[config.mk]
export PLATFORM = sky130hd
export DESIGN_NAME = imm_field_encoder
export DESIGN_NICKNAME = d
export VERILOG_FILES = /design/src/rtl/imm_pkg.sv /design/src/rtl/movz_hw_picker.sv /design/src/rtl/imm_field_encoder.sv
export SDC_FILE = /design/constraint.sdc
export NUM_CORES = 1
export LEC_CHECK = 0
export CAP_MARGIN = 20
export CORE_UTILIZATION = 53
export DETAILED_ROUTE_END_ITERATION = 7
export HOLD_SLACK_MARGIN = 0.1
export PLACE_DENSITY = 0.8
export SLEW_MARGIN = 40
export SYNTH_ARGS = -nofsm -noshare
export SYNTH_HDL_FRONTEND = slang
export SYNTH_SLANG_ARGS = --single-unit
[constraint.sdc]
create_clock -name CLK -period 5.8 [get_ports CLK]
set_input_delay 1.16 -clock CLK [delete_from_list [all_inputs] [get_ports CLK]]
set_output_delay 1.16 -clock CLK [all_outputs]
set_load 0.01 [all_outputs]
[src/rtl/imm_pkg.sv]
// Shared immediate-type encodings, field bit positions and encoder state encoding.
// Latency: none (package).
// Backpressure: not applicable.
package imm_pkg;

    // in_ctrl encodings (also used by the sign extender)
    localparam logic [2:0] IMM_I    = 3'b000;
    localparam logic [2:0] IMM_D    = 3'b001;
    localparam logic [2:0] IMM_B    = 3'b010;
    localparam logic [2:0] IMM_CB   = 3'b011;
    localparam logic [2:0] IMM_MOVZ = 3'b100;

    // LSB positions of each immediate inside the 26-bit field
    localparam int I_IMM_LSB   = 10;  // field[21:10], 12 bits, zero-extended
    localparam int D_IMM_LSB   = 12;  // field[20:12], 9 bits, sign-extended
    localparam int B_IMM_LSB   = 0;   // field[25:0], 26 bits, sign-extended
    localparam int CB_IMM_LSB  = 5;   // field[23:5], 19 bits, sign-extended
    localparam int MOV_IMM_LSB = 5;   // field[20:5], 16-bit halfword
    localparam int MOV_HW_LSB  = 21;  // field[22:21], halfword index

    typedef enum logic [1:0] {
        ST_IDLE   = 2'd0,
        ST_EMIT   = 2'd1,
        ST_MOVSEQ = 2'd2
    } enc_state_e;

endpackage

[src/rtl/movz_hw_picker.sv]
// Picks the lowest pending halfword of a MOVZ/MOVK sequence and the mask left after it.
// Latency: combinational.
// Backpressure: none; pure function of the mask.
module movz_hw_picker (
    input  logic [3:0] mask,
    output logic [1:0] hw,
    output logic [3:0] rest,
    output logic       last
);

    // lowest set bit wins; an empty mask maps to hw 0 (the value==0 single MOVZ)
    always_comb begin
        hw = 2'd0;
        if (mask[0])      hw = 2'd0;
        else if (mask[1]) hw = 2'd1;
        else if (mask[2]) hw = 2'd2;
        else if (mask[3]) hw = 2'd3;
        rest = mask & (mask - 4'd1);
        last = (rest == 4'd0);
    end

endmodule

[src/rtl/imm_field_encoder.sv]
// Encodes a 64-bit constant into 26-bit instruction immediate field beats (I/D/B/CB single, MOVZ+MOVK multi).
// Latency: first beat registered, out_valid one cycle after accept; later MOVK beats one per retire.
// Backpressure: beat held stable while out_ready low; in_ready only in IDLE, so at most 1 request per 2 cycles.
module imm_field_encoder
    import imm_pkg::*;
(
    input  logic        CLK,
    input  logic        resetl,
    input  logic        in_valid,
    output logic        in_ready,
    input  logic [63:0] in_value,
    input  logic [2:0]  in_ctrl,
    output logic        out_valid,
    input  logic        out_ready,
    output logic [25:0] out_field,
    output logic        out_movk,
    output logic        out_last,
    output logic        out_err
);

    enc_state_e  state_q, state_d;
    logic [63:0] val_q;
    logic [3:0]  mask_q;   // halfwords still to be emitted after the current beat

    logic        accept, retire;
    logic [3:0]  in_mask, pick_mask, pick_rest;
    logic [63:0] pick_val;
    logic [1:0]  pick_hw;
    logic        pick_last;
    logic [15:0] pick_hword;
    logic [25:0] mov_field;
    logic [25:0] sb_field;
    logic        sb_err;

    assign in_ready = (state_q == ST_IDLE);
    assign accept   = in_valid && in_ready;
    assign retire   = out_valid && out_ready;

    // nonzero-halfword mask of the incoming constant; picker sees it on accept, the latched rest afterwards
    always_comb begin
        for (int i = 0; i < 4; i++) begin
            in_mask[i] = (in_value[16*i +: 16] != 16'd0);
        end
        pick_mask  = (state_q == ST_IDLE) ? in_mask  : mask_q;
        pick_val   = (state_q == ST_IDLE) ? in_value : val_q;
        pick_hword = pick_val[16*pick_hw +: 16];
        mov_field  = (26'(pick_hw) << MOV_HW_LSB) | (26'(pick_hword) << MOV_IMM_LSB);
    end

    movz_hw_picker u_picker (
        .mask (pick_mask),
        .hw   (pick_hw),
        .rest (pick_rest),
        .last (pick_last)
    );

    // single-beat encoding with range check; out-of-range or illegal ctrl yields err with a zero field
    always_comb begin
        sb_field = 26'd0;
        sb_err   = 1'b0;
        case (in_ctrl)
            IMM_I: begin
                if (in_value[63:12] == 52'd0) sb_field = 26'(in_value[11:0]) << I_IMM_LSB;
                else                          sb_err   = 1'b1;
            end
            IMM_D: begin
                if ((&in_value[63:8]) || !(|in_value[63:8])) sb_field = 26'(in_value[8:0]) << D_IMM_LSB;
                else                                         sb_err   = 1'b1;
            end
            IMM_B: begin
                if ((&in_value[63:25]) || !(|in_value[63:25])) sb_field = in_value[25:0] << B_IMM_LSB;
                else                                           sb_err   = 1'b1;
            end
            IMM_CB: begin
                if ((&in_value[63:18]) || !(|in_value[63:18])) sb_field = 26'(in_value[18:0]) << CB_IMM_LSB;
                else                                           sb_err   = 1'b1;
            end
            default: sb_err = 1'b1;
        endcase
    end

    // state register
    always_ff @(posedge CLK) begin
        if (!resetl) state_q <= ST_IDLE;
        else         state_q <= state_d;
    end

    // next-state logic
    always_comb begin
        state_d = state_q;
        case (state_q)
            ST_IDLE:   if (accept) state_d = (in_ctrl == IMM_MOVZ) ? ST_MOVSEQ : ST_EMIT;
            ST_EMIT:   if (retire) state_d = ST_IDLE;
            ST_MOVSEQ: if (retire && out_last) state_d = ST_IDLE;
            default:   state_d = ST_IDLE;
        endcase
    end

    // output beat registers and MOV sequence context; cleared when the request finishes
    always_ff @(posedge CLK) begin
        if (!resetl) begin
            out_valid <= 1'b0;
            out_field <= 26'd0;
            out_movk  <= 1'b0;
            out_last  <= 1'b0;
            out_err   <= 1'b0;
            val_q     <= 64'd0;
            mask_q    <= 4'd0;
        end else if (accept) begin
            out_valid <= 1'b1;
            if (in_ctrl == IMM_MOVZ) begin
                out_field <= mov_field;
                out_movk  <= 1'b0;
                out_last  <= pick_last;
                out_err   <= 1'b0;
                val_q     <= in_value;
                mask_q    <= pick_rest;
            end else begin
                out_field <= sb_field;
                out_movk  <= 1'b0;
                out_last  <= 1'b1;
                out_err   <= sb_err;
            end
        end else if (retire) begin
            if (state_q == ST_MOVSEQ && !out_last) begin
                out_field <= mov_field;
                out_movk  <= 1'b1;
                out_last  <= pick_last;
                mask_q    <= pick_rest;
            end else begin
                out_valid <= 1'b0;
                out_field <= 26'd0;
                out_movk  <= 1'b0;
                out_last  <= 1'b0;
                out_err   <= 1'b0;
                mask_q    <= 4'd0;
            end
        end
    end

endmodule

### Word level (Yosys, flattened, before mapping)

Index checks and enable logic that the tools add are counted.

* register bits after elaboration: 100
* word-level logic and storage cells: 94
* output and inout port bits: 31

* bitwise gates (word level): 3
* reductions and logical operators: 31
* mux-type cells: 39
* shift operators: 1
* $add $sub $neg: 1
* equality and inequality tests: 11

Operators by type and width (count)
* 26-bit 2-to-1 mux: 4
* 26-bit case mux with 4 select lines: 1
* 64-bit 2-to-1 mux: 1
* 16-bit nonzero test: 4
* 64-bit by 7-bit variable part select with 16-bit output: 1
* 56-bit AND reduction: 1
* 56-bit OR reduction: 1
* 52-bit logical NOT: 1
* 46-bit AND reduction: 1
* 46-bit OR reduction: 1
* 39-bit AND reduction: 1
* 39-bit OR reduction: 1
* 24-bit 2-to-1 mux: 1
* 23-bit 2-to-1 mux: 1
* 23-bit by 21-bit OR with 23-bit output: 1
* 22-bit 2-to-1 mux: 1
* 21-bit 2-to-1 mux: 1
* 4-bit 2-to-1 mux: 5
* 2-bit 2-to-1 mux: 8
* 1-bit 2-to-1 mux: 14
* 3-bit by 2-bit equality test with 1-bit output (second input constant): 2
* 2-bit != test (second input constant): 3
* 2-bit case mux with 3 select lines: 1
* 2-bit AND reduction: 3
* 18 further kinds: 27

### Depth between registers and ports, before layout

Gate-level depths: netlist of run 1.

* depth after elaboration: 11
* mapped depth: 10
* depth with buffers taken out: 8

### Hierarchy

Synthesis of run 1 repeated with hierarchy kept, for this count alone.

* cell total of the unflattened synthesis: 775
* area total of the unflattened synthesis: 5637.9 sq um

By module, submodules not included
* imm_field_encoder: seq. area each 2001.9 sq um, cells each 763, area each 5551.6 sq um, times used 1
* movz_hw_picker: seq. area each 0.0 sq um, cells each 12, area each 86.3 sq um, times used 1

### Worst setup path before layout of run 1

No wires, ideal clock.

* path kind: input to register
* from: input in_value[9]
* to: register out_field[9]
* stages: 9
* data required time: 5.683 ns
* arrival: 2.845 ns
* path slack: 2.838 ns
* cells stage by stage: buf_2 > nor4_1 > nand4_1 > and2_1 > buf_6 > nor4_4 > buf_6 > a32oi_1 > a32o_1

* longest elaborated chain between the ends: 8
* elaborated cells between the ends (all ways): 11
* those cells by class: shift (1); mux (8); bitwise (1); reduce/logical (1)

Ends and longest elaborated chain
* start: declaration: line imm_field_encoder.sv:11 `input logic [63:0] in_value,`
* 16-bit nonzero test: line imm_field_encoder.sv:42 `in_mask[i] = (in_value[16*i +: 16] != 16'd0);`
* 4-bit 2-to-1 mux: line imm_field_encoder.sv:44 `pick_mask = (state_q == ST_IDLE) ? in_mask : mask_q;`
* 2-bit 2-to-1 mux: line movz_hw_picker.sv:14 `if (mask[0]) hw = 2'd0;`
* 64-bit by 7-bit variable part select with 16-bit output: line imm_field_encoder.sv:46 `pick_hword = pick_val[16*pick_hw +: 16];`
* 23-bit by 21-bit OR with 23-bit output: line imm_field_encoder.sv:47 `mov_field = (26'(pick_hw) << MOV_HW_LSB) | (26'(pick_hword) << MOV_IMM_LSB);`
* 23-bit 2-to-1 mux: line imm_field_encoder.sv:125 `if (state_q == ST_MOVSEQ && !out_last) begin`
* 26-bit 2-to-1 mux: line imm_field_encoder.sv:124 `end else if (retire) begin`
* 26-bit 2-to-1 mux (*): line imm_field_encoder.sv:109 `end else if (accept) begin`
* end signal: assignment: line imm_field_encoder.sv:112 `out_field <= mov_field;`
* end signal: assignment: line imm_field_encoder.sv:119 `out_field <= sb_field;`
* end signal: assignment: line imm_field_encoder.sv:126 `out_field <= mov_field;`
* end: declaration: line imm_field_encoder.sv:15 `output logic [25:0] out_field,`

Mark *: on every way between the ends. The rest lies on a longest branch, timed or not. The select of a mux whose other input is x is not followed.
A chain may end at the register's enable or synchronous reset.

### Worst setup path in the final report of run 1

* from: register state_q[0]
* to: output in_ready

* longest elaborated chain between the ends: 1

Ends and longest elaborated chain
* start: declaration: line imm_field_encoder.sv:21 `enc_state_e state_q, state_d;`
* start signal: assignment: line imm_field_encoder.sv:85 `else state_q <= state_d;`
* 2-bit logical NOT: line imm_field_encoder.sv:35 `assign in_ready = (state_q == ST_IDLE);`
* end: declaration: line imm_field_encoder.sv:10 `output logic in_ready,`

No other way between the ends.

==> flow_summary.json, run 1 <==
{
  "drt-vias-per-instance": 6.68,
  "syn_area_um2": 5730,
  "synth-edff-count": 0,
  "ff_latch_area_um2": 1980,
  "async_flop_share": 0,
  "syn2layout_area_growth_pct": 22.0,
  "grt_pass1_wl_um": 34000,
  "multi_input_area_um2": 3500,
  "wire_per_inst_um": 22.4,
  "clockPowerShare": 0.309,
  "setup_viol": 0,
  "synth.top_cells.by_area": "dfxtp_1 (35%), nand2_1 (17%), a21boi_0 (8.6%), nand4_1 (4.5%), clkbuf_1 (2.8%)",
  "crit_type": "flop to output port",
  "n_fill_cell": 896,
  "cts_made_buffers": 9,
  "cts_buffer_depth": 2,
  "ys_seq_elements": 99,
  "wl_met3_um": 2450,
  "layout-drive-gt1-share": 0.0447,
  "grt-ovfl-total": 0,
  "dp.cells": 969,
  "route.vias.total": 6588,
  "die_x_um": 106,
  "rsz0062_at_grt": "no",
  "top_layer_used": "met4",
  "final_cells": 986,
  "post_cts_resized": 0,
  "cp_data_required_time_ns": 4.64,
  "cts_hold_buf": 0,
  "p_switching_mw": 0.481,
  "max_freq_mhz": 260,
  "layout_commonest_cell": "nand2_1",
  "start_util": 0.550,
  "critical_path.startpoint": "state_q[0]$_SDFFE_PN0P_",
  "reg2reg_to": "out_field[11]$_SDFFE_PN0P_",
  "antenna_found_initial": 0,
  "gp_congestion": 0.995,
  "reg2reg_from": "state_q[0]$_SDFFE_PN0P_",
  "hp-class": "flop to flop",
  "cts.clk_slew.worst_paths_ns": 0.09,
  "r2r.worst_path.cells": 8,
  "power.share.sequential": 0.465,
  "dp_worst_setup_slack_ns": 1.52,
  "htree_levels": 3,
  "grt_pass1_vias": 6174,
  "postSynthNetCount": 850,
  "nNetsFinal": 916,
  "numPortBuffers": 101,
  "internal-power_mw": 1.05,
  "dp_hpwl_um": 15800,
  "drv_cap": 0,
  "die_h_um": 106,
  "route.met2.wl_um": 9890,
  "final_antenna_net_count": 0,
  "r2r_slack_ns": 2.50,
  "num_antenna_cells": 0,
  "seq_area_frac_synth": 0.346,
  "numClockSinks": 99,
  "outcome": "complete, no violations",
  "grt_max_degree": 100,
  "wirelength_um": 22100,
  "final_cell_mix": "nand2_1 (262), clkdlybuf4s50_1 (100), dfxtp_1 (99)",
  "yosysTopAreaCellShare": 0.346,
  "dr.pass1.iters": 7,
  "yosys_warnings": 0,
  "p_leak_nw": 2.36,
  "syn_inst": 779,
  "drc": 0,
  "p_sw_frac": 0.314,
  "ir_worst_vdd_v": 0.000190,
  "slew_viol_final": 0,
  "track_usage": 0.396,
  "final-hold-violation-count": 0,
  "num_io_pins": 102,
  "tns_ns": 0,
  "worst_pin_slew_ns": 0.790,
  "combinationalPowerShare": 0.225,
  "period_share": 0.663,
  "syn_area_per_cell_um2": 7.36,
  "power.density_nw_per_um2": 219,
  "cp_data_arrival_time_ns": 2.69,
  "met1_length_um": 8590,
  "clock_latency_ns": 0.38,
  "cp-end-kind": "output port",
  "dieArea_um2": 11200,
  "synth_top_area_cell": "dfxtp_1",
  "placementRows": 37,
  "synth.distinct_cells": 57,
  "cts_tree": "yes",
  "slew_headroom": 0.466,
  "fin_ws_ns": 1.95,
  "cts_setup_buffers": 0,
  "fin_crit_ns": 3.85,
  "cp_max_fo": 40,
  "root_buffer": "clkbuf_8",
  "fp.coreArea_um2": 10400,
  "drtIter0Drc": 982,
  "cp-endpoint": "in_ready",
  "critPathLaunchType": "flop",
  "clock_skew_ns": 0.00876,
  "ys.flop_type": "dfxtp_1",
  "finalHoldWorstSlack_ns": 0.470
}
-- worst min-delay path by stage --
stage                                     from                         end  slack [ns]  cells past startpoint
finish                  val_q[48]$_SDFFE_PN0P_      val_q[48]$_SDFFE_PN0P_        0.47                      2
global route            val_q[48]$_SDFFE_PN0P_      val_q[48]$_SDFFE_PN0P_        0.49                      2
CTS                     val_q[48]$_SDFFE_PN0P_      val_q[48]$_SDFFE_PN0P_        0.47                      2
detailed placement  out_field[23]$_SDFFE_PN0P_  out_field[23]$_SDFFE_PN0P_        0.45                      2
global placement    out_field[23]$_SDFFE_PN0P_  out_field[23]$_SDFFE_PN0P_        0.44                      2
floorplan              state_q[0]$_SDFFE_PN0P_     state_q[1]$_SDFFE_PN0P_        0.43                      1
-- synthesized netlist by cell type (9+ instances only) --
| cell type | number |
|---|---|
| nand3_1 | 21 |
| a222oi_1 | 9 |
| mux2i_1 | 15 |
| clkbuf_1 | 43 |
| a21boi_0 | 66 |
| nor2_1 | 21 |
| o21ai_0 | 15 |
| nand2_1 | 262 |
| nor4_1 | 17 |
| a22oi_1 | 15 |
| nor2b_1 | 13 |
| dfxtp_1 | 99 |
| nand4_1 | 41 |
| a32oi_1 | 15 |
| a21oi_1 | 16 |
-- sequential cells by signal (all words and copies together), names as in the netlist --
register	flops
mask_q	3
out_err	1
out_field	26
out_last	1
out_movk	1
out_valid	1
state_q	2
val_q	64
-- per-stage QoR --
step / util / total power, mW / area [um^2]
2_1_floorplan: - / 0.897 / 5730
3_3_place_gp: 0.646 / 1.05 / 6720
3_5_place_dp: 0.650 / 1.06 / 6780
4_1_cts: 0.670 / 1.52 / 6980
5_1_grt: 0.672 / 1.58 / 7000
6_report: 0.672 / 1.53 / 7000
-- cell type report --
| type | instances | area share |
|---|---|---|
| clock inverter | 3 | 0.00662 |
| sequential | 99 | 0.283 |
| clock buffer | 13 | 0.0227 |
| timing repair buffer | 110 | 0.158 |
| tap | 136 | 0.0243 |
| inverter | 8 | 0.00429 |
| multi-input combinational | 617 | 0.501 |
-- power groups by stage --
stage	Clock, mW	Combinational, mW	Sequential, mW
2_1_floorplan	0	0.170	0.727
5_1_grt	0.503	0.364	0.715
4_1_cts	0.478	0.333	0.712
3_5_place_dp	0	0.332	0.728
3_3_place_gp	0	0.327	0.726
6_report	0.474	0.345	0.713
-- worst max-delay path, cell delays in order (launching register included) --
cell and delay, ns:
dfxtp_1 0.35, or2_1 0.24, inv_2 0.46, buf_4 0.57
clkdlybuf4s50_1 0.64
-- cell families after synthesis --
| kind of cell | Yosys count | share of synthesized area |
|---|---|---|
| multiplexers | 15 | 0.0262 |
| flip-flops | 99 | 0.346 |
| AND/OR/NAND/NOR | 416 | 0.337 |
| buffers and inverters | 63 | 0.0465 |
| AO/OA/AOI/OAI | 186 | 0.244 |
-- layer usage --
metal,vias to the layer above,global-route usage
met5,-,0
met4,0,0.228
met3,79,0.0766
met2,486,0.612
met1,3073,0.516
li1,2950,-
Power figures use the tool's default switching activity.
==> run 2: changes to the inputs <==
==> constraint.sdc (replaced) <==
create_clock -name CLK -period 3.85 [get_ports CLK]
set_input_delay 0.77 -clock CLK [delete_from_list [all_inputs] [get_ports CLK]]
set_output_delay 0.77 -clock CLK [all_outputs]
set_load 0.01 [all_outputs]
==> flow_summary.json, run 2 (synthesis gave the netlist of run 1 again) <==
{
  "internal-power_mw": 1.52,
  "power.share.sequential": 0.470,
  "outcome": "complete, no violations",
  "setup_viol": 0,
  "hp-class": "flop to flop",
  "gp_congestion": 1.00,
  "num_antenna_cells": 0,
  "power.total_mw": 2.29,
  "antenna_found_initial": 0,
  "cp_max_fo": 9,
  "max_freq_mhz": 310,
  "r2r_slack_ns": 1.03,
  "start_util": 0.550,
  "wirelength_um": 23100,
  "period_share": 0.838,
  "drt-vias-per-instance": 6.67,
  "grt-ovfl-total": 0,
  "p_switching_mw": 0.763,
  "p_leak_nw": 2.47,
  "wire_per_inst_um": 22.8,
  "numClockSinks": 99,
  "grt_max_degree": 65,
  "slew_headroom": 0.398,
  "drc": 0,
  "die_x_um": 106,
  "final_area_um2": 7150,
  "placementRows": 37,
  "ir_worst_vdd_v": 0.000280,
  "final_antenna_net_count": 0,
  "critPathLaunchType": "input pin",
  "post_cts_resized": 0,
  "use_met3": 0.0785,
  "grt_pass1_wl_um": 35300,
  "cts_hold_buf": 0,
  "route.vias.total": 6766,
  "combinationalPowerShare": 0.239,
  "fp.coreArea_um2": 10400,
  "cts.clk_slew.worst_paths_ns": 0.10,
  "numPortBuffers": 101,
  "met2_usage": 0.651,
  "final_cells": 1014,
  "cts_tree": "yes",
  "largest_register_ffs": 64,
  "syn2layout_area_growth_pct": 24.8,
  "clock_latency_ns": 0.39,
  "top_register": "val_q",
  "fin_crit_ns": 3.22,
  "crit_type": "input pin to flop",
  "drv_cap": 0,
  "met1_usage": 0.546,
  "placed_cell_area_um2": 6970,
  "die_h_um": 106,
  "final-hold-violation-count": 0,
  "tns_ns": 0,
  "finalHoldWorstSlack_ns": 0.470,
  "n_fill_cell": 905,
  "cp-end-kind": "flop",
  "num_io_pins": 102,
  "layout-drive-gt1-share": 0.0752,
  "cts_made_buffers": 9,
  "dieArea_um2": 11200,
  "cts_setup_buffers": 0,
  "cts_buffer_depth": 2,
  "final_cell_mix": "nand2_1 (262), clkdlybuf4s50_1 (100), dfxtp_1 (99)",
  "drtIter0Drc": 899,
  "root_buffer": "clkbuf_8",
  "cp_data_required_time_ns": 4.18,
  "p_sw_frac": 0.334,
  "grt_pass1_vias": 6145,
  "layout_commonest_cell": "nand2_1",
  "worst_pin_slew_ns": 0.891,
  "reg.largest.list": "val_q (64), out_field (26), mask_q (3)",
  "clockPowerShare": 0.291,
  "slew_viol_final": 0,
  "power.density_nw_per_um2": 320,
  "dr.pass1.iters": 6,
  "dp.cells": 998,
  "nNetsFinal": 944,
  "rsz0062_at_grt": "no",
  "dp_hpwl_um": 16900,
  "cp_data_arrival_time_ns": 3.55,
  "clock_skew_ns": 0.0162,
  "htree_levels": 3,
  "grt-busiest-layer": "met2",
  "track_usage": 0.414
}
-- run 2: layout make-up --
cell class                      instances  area (um^2)  area share
Tap cell                              136          170      0.0238
Clock buffer                           11          141      0.0198
Timing Repair Buffer                  138         1300       0.181
Sequential cell                        99         1980       0.277
Multi-Input combinational cell        617         3490       0.488
Clock inverter                          5         43.8     0.00612
Inverter                                8         30.0     0.00420
-- run 2: worst max-delay path, cell delays in order --
cell             delay [ns]
clkdlybuf4s50_1        0.58
nor4_1                 0.43
and4_1                 0.46
nand4b_1               0.23
or3_1                  0.41
a21oi_2                0.43
nand2_1                0.13
nand4_1                0.11
-- run 2: routing by layer --
metal  up-vias  part of all wire
met5         -                 0
met4         0             0.049
met3        85              0.11
met2       475              0.45
met1      3200              0.39
li1       3006                 -
-- run 2: power by group through the flow --
stage	sequential, mW	combinational (mW)	clock, mW
floorplan	1.10	0.256	0
global placement	1.10	0.520	0
detailed placement	1.10	0.526	0
CTS	1.07	0.528	0.667
global route	1.08	0.575	0.705
finish	1.07	0.547	0.666
-- run 2: final timing paths --
check | end | cells past startpoint | start
setup / recovery | out_field[12]$_SDFFE_PN0P_ | 8 | in_value[43]
hold reg to reg | val_q[56]$_SDFFE_PN0P_ | 2 | val_q[56]$_SDFFE_PN0P_
setup reg to reg | out_field[11]$_SDFFE_PN0P_ | 9 | state_q[1]$_SDFFE_PN0P_
hold / removal | val_q[56]$_SDFFE_PN0P_ | 2 | val_q[56]$_SDFFE_PN0P_
-- run 2: stage by stage --
| stage | setup WS (ns) | util |
|---|---|---|
| final | 0.625 | 0.687 |
| after global routing | 0.604 | 0.687 |
| after CTS | 0.737 | 0.687 |
| after detailed placement | 0.340 | 0.669 |
| after global placement | 0.382 | 0.669 |
| after floorplan | 1.28 | - |
